<file path="src/rtl/wb_regfile_sink.sv">
// Writeback register file: 1-cycle registered reads with same-cycle write bypass, RAW scoreboard;
// enable=0 freezes all state (no other backpressure). Optional `R0_ZERO_EN hardwires register 0 to zero.
module wb_regfile_sink #(
  parameter int data_width = 32,
  parameter int reg_addr   = 3
) (
  input  logic                    clk,
  input  logic                    reset,
  input  logic                    enable,
  input  logic                    WRegEn_in,
  input  logic [reg_addr-1:0]     wReg1_in,
  input  logic [data_width-1:0]   wdata_in,
  input  logic [reg_addr-1:0]     rReg1,
  input  logic [reg_addr-1:0]     rReg2,
  input  logic                    issue_en,
  input  logic [reg_addr-1:0]     issue_reg,
  output logic [data_width-1:0]   rdata1,
  output logic [data_width-1:0]   rdata2,
  output logic                    busy1,
  output logic                    busy2,
  output logic                    hazard,
  output logic [2**reg_addr-1:0]  pending
);

  localparam int NREG = 2**reg_addr;

  logic [data_width-1:0] regs_q [NREG];
  logic [data_width-1:0] rdata1_q, rdata1_d;
  logic [data_width-1:0] rdata2_q, rdata2_d;
  logic [NREG-1:0]       pending_q, pending_d;
  logic                  wr_ok;
  logic                  iss_ok;
  logic                  byp1, byp2;

  always_comb begin
    wr_ok  = WRegEn_in;
    iss_ok = issue_en;
`ifdef R0_ZERO_EN
    // Register 0 never accepts data or becomes pending, so it can never bypass or stall.
    wr_ok  = WRegEn_in && (wReg1_in != '0);
    iss_ok = issue_en && (issue_reg != '0);
`endif
    byp1 = wr_ok && (wReg1_in == rReg1);
    byp2 = wr_ok && (wReg1_in == rReg2);
    rdata1_d = byp1 ? wdata_in : regs_q[rReg1];
    rdata2_d = byp2 ? wdata_in : regs_q[rReg2];

    // Clear before set: a same-cycle issue to the written register leaves it pending.
    pending_d = pending_q;
    if (WRegEn_in) pending_d[wReg1_in] = 1'b0;
    if (iss_ok)    pending_d[issue_reg] = 1'b1;
  end

  always_ff @(posedge clk or negedge reset) begin
    if (!reset) begin
      for (int i = 0; i < NREG; i++) regs_q[i] <= '0;
      rdata1_q  <= '0;
      rdata2_q  <= '0;
      pending_q <= '0;
    end else if (enable) begin
      if (wr_ok) regs_q[wReg1_in] <= wdata_in;
      rdata1_q  <= rdata1_d;
      rdata2_q  <= rdata2_d;
      pending_q <= pending_d;
    end
  end

  always_comb begin
    busy1  = pending_q[rReg1] && !(WRegEn_in && (wReg1_in == rReg1));
    busy2  = pending_q[rReg2] && !(WRegEn_in && (wReg1_in == rReg2));
    hazard = busy1 || busy2;
  end

  assign rdata1  = rdata1_q;
  assign rdata2  = rdata2_q;
  assign pending = pending_q;

endmodule

</file>
<file path="config.mk">
export PLATFORM = sky130hd
export DESIGN_NAME = wb_regfile_sink
export DESIGN_NICKNAME = d
export VERILOG_FILES = /design/src/rtl/wb_regfile_sink.sv
export SDC_FILE = /design/constraint.sdc
export NUM_CORES = 1
export LEC_CHECK = 0
export CAP_MARGIN = 20
export CORE_MARGIN = 10
export CORE_UTILIZATION = 30
export CTS_BUF_LIST = sky130_fd_sc_hd__clkbuf_2 sky130_fd_sc_hd__clkbuf_4 sky130_fd_sc_hd__clkbuf_8
export DETAILED_ROUTE_END_ITERATION = 8
export PLACE_DENSITY_LB_ADDON = 0.05
export SLEW_MARGIN = 0
export SYNTH_ARGS = -nofsm -noshare
export SYNTH_HDL_FRONTEND = slang
export SYNTH_SLANG_ARGS = --single-unit
</file>
<file path="constraint.sdc">
create_clock -name clk -period 1.7 [get_ports clk]
set_clock_uncertainty 0.1 [all_clocks]
set_input_delay 0.17 -clock clk [delete_from_list [all_inputs] [get_ports clk]]
set_output_delay 0.17 -clock clk [all_outputs]
set_load 0.05 [all_outputs]
</file>
==> reports/results.tsv <==
stage	metric	value	unit
clocking	H-tree levels	3	
layout	Layout Area Growth over Synthesis	27.7	%
critical_path	R2R setup slack	40	ps
power_and_ir_drop	leakage	9.15	nW
global_route	initial antenna violation count	2	
worst_hold_path	Hold Path Cell Cnt	3	
route	detailed-route via count	11300	
layout	most frequent cells in the layout	320 x dfrtp_1, 194 x mux2_2, 165 x buf_4	
job	number of max-cap violations	0	
layout	post-layout net count	1477	
critical_path	R2R Path Start	regs_q[69]	
route	detailed-route wire length per cell	24.4	um
global_route	grt total ovfl	0	
clocking	clk_lat worst skew	640	ps
power_and_ir_drop	Gate power share	29.6	%
synth	Synth cell types	28	
synth	Syn Inst Count	1220	
layout	commonest non-fill, non-tap cell in the layout	dfrtp_1	
critical_path	critical-path cell list	mux4_2, mux2i_4, o22ai_4, buf_6	
floorplanning	die area	0.0668	mm^2
placed_design	Final GP Congestion	0.738	
global_route	vias in the first global route	12200	
synth	Avg Cell Area, Syn	14.0	um^2
route	initial drt markers	563	
power_and_ir_drop	Clk pwr share	30.0	%
critical_path	worst-path fanout max	4	
layout	diode count	0	
timing	Fin. Hold Viols	0	
global_route	largest net degree at the start of global routing	73	
clocking	CTS Sinks	328	
timing	Worst-Margin Slew	493	ps
critical_path	worst-case reg-to-reg path depth	4	
global_route	global-route wire length before repair	82.9	mm
critical_path	critical path class	reg -> out	
critical_path	WP data arrival	2050	ps
global_route	Tot GR Track Use	16.5	%
placed_design	HPWL Detailed	35.7	mm
critical_path	CP Data Required Time	1430	ps
clocking	CTS clk-pin slew, worst paths	50	ps
floorplanning	FP Rows	87	
power_and_ir_drop	sw frac	31.8	%
outcome	status	complete, but fails checks	
timing	Post-Route Setup TNS	-1750	ps
route	DRT Wirelength	54.3	mm
timing	fin. max-slew vios	0	
floorplanning	Ports	124	
timing	Max-slew headroom	67.0	%
critical_path	reg2reg end	rdata2[5]	
power_and_ir_drop	overall power	27.0	mW
synth	Synth top area share	48.1	%
critical_path	slowest CP cell	mux4_2	
worst_hold_path	hold endpoint	pending[1]	
worst_hold_path	hold path startpoint	issue_reg[0]	
floorplanning	Initial Util	30.3	%
critical_path	crit path launch type	flop	
synth	synthesized cell area	0.0171	mm^2
power_and_ir_drop	worst vdd rail ir drop	557	uV
synth	synth top area cells	dfrtp_1 48%, mux4_2 17%, mux2_2 13%	
timing	Fmax	432	MHz
timing	final worst slack	-617	ps
route	drc violations	0	
synth	post-synth top area cell	dfrtp_1	
timing	min cycle time layout	2320	ps
placed_design	Inst Count DP	2112	
timing	RSZ-0062 raised after global routing	yes	
power_and_ir_drop	sw power	8.58	mW
synth	Seq/Total Area, Yosys	48.1	%
critical_path	CP Capture Type	primary output	
timing	period utilisation layout	136	%
clocking	clk buf depth	3	
clocking	CTS tree	done	
critical_path	CP peak stage delay	500	ps
route	vias per cell	5.05	
layout	Core Util, Final	38.6	%
synth	Synth Warn #	0	
clocking	Num CTS Buffers	66	
placed_design	pre-CTS setup slack	-663	ps
outcome	failing checks	negative setup slack	
layout	layout cells sized above 1	52.5	%
clocking	root buf cell	clkbuf_8	
timing	Final setup violation count	3	
worst_hold_path	Worst Hold Class	in -> reg	
floorplanning	Core ar.	0.0564	mm^2
power_and_ir_drop	Reg power frac	40.3	%
route	DRT antenna net count	0	
layout	Finished Layout Cells	2226	
synth	Syn Nets	1269	
floorplanning	die outline height	258	um
placed_design	input/output buffers	123	
synth	Yosys reg bits	328	
route	first drt pass iteration count	4	
power_and_ir_drop	power per cell area	1240	mW/mm^2
floorplanning	die width	258	um
power_and_ir_drop	Internal Pwr Total	18.4	mW
cell type report:
class,count,area (um^2)
clock buffers,103,1230
repair buffers,271,2870
inverters,64,240
multi-input cells,697,8240
flip-flops and latches,328,8220
well taps,756,946
fillers,5417,34600
clock inverters,7,52.6
routing by layer:
| metal | part of all wire (%) | wire (um) | GRT usage, % | up-vias |
|---|---|---|---|---|
| met1 | 47 | 25300 | 22.2 | 5975 |
| met2 | 48 | 25900 | 26.5 | 204 |
| met5 | 0.024 | 13 | 0 | - |
| met4 | 1.8 | 972 | 4.87 | 2 |
| met3 | 4.0 | 2170 | 3.18 | 68 |
| li1 | - | - | - | 5002 |
state kept, by name, indices dropped and copies added (netlist names):
signal	count
rdata2	32
rdata1	32
regs_q	256
pending	8
power groups by stage:
stage          Combinational [mW]  Sequential, mW  Clock (mW)
2_1_floorplan                4.24            12.0           0
3_3_place_gp                 7.82            11.0           0
3_5_place_dp                 7.90            11.0           0
4_1_cts                      8.04            10.9        8.51
5_1_grt                      8.56            11.2        8.84
6_report                     8.01            10.9        8.12
synthesized netlist by cell type:
library cell	n
nand3_1	4
nand4_1	2
buf_1	34
mux2i_1	2
nand2_1	7
clkbuf_2	1
nand3b_1	1
mux4_2	132
o22ai_1	65
buf_2	37
nor2_1	9
mux2_1	15
dfrtp_1	328
clkbuf_1	39
nor2b_1	67
buf_4	6
a22o_1	2
o31ai_1	1
a211oi_1	64
and4_1	2
or3_1	2
mux2_2	194
nand2b_1	2
mux2_4	47
buf_6	14
xnor2_1	6
inv_1	64
o21ai_0	73
stage by stage:
stage          cell area [um^2]  hold slack [ps]
2_1_floorplan             17200             -226
6_report                  21800             70.7
5_1_grt                   21800             91.9
3_3_place_gp              20300            -21.0
4_1_cts                   21700             6.94
3_5_place_dp              20300            -24.0
critical path, delay by kind of cell, from the launching register on:
family,cells,cell delay [ps]
DFF,1,420
muxes,2,760
buffers and inverters,1,160
AOI/OAI and AO/OA,1,100
how the worst max path moves through the flow:
stage / startpoint / to / slack (ps) / cells after the start
floorplan: rReg2[0] / hazard / -60 / 6
global placement: wReg1_in[0] / rdata2[0] / -600 / 7
detailed placement: wReg1_in[0] / rdata2[20] / -660 / 7
CTS: pending[2] / hazard / -680 / 4
global route: pending[2] / hazard / -690 / 4
finish: pending[2] / hazard / -620 / 4
kinds of logic (layout without fill, tap and decap cells):
logic type / count (synthesis) / in the layout / share of synthesized area (%)
buffers and inverters: 195 / 445 / 5.32
AO/OA/AOI/OAI: 205 / 205 / 7.49
multiplexers: 390 / 390 / 35.5
XOR/XNOR: 6 / 6 / 0.308
AND/OR/NAND/NOR: 96 / 96 / 3.29
flip-flops: 328 / 328 / 48.1
timing repair:
action | in CTS | in global routing
setup endpoints to repair | 16 | 50
hold endpoints to repair | 332 | 17
gates resized for setup | 19 | 26
hold buffers | 3 | 1
setup buffers | 1 | 1
pin swaps | 4 | 11
(Power assumes the default switching activity.)
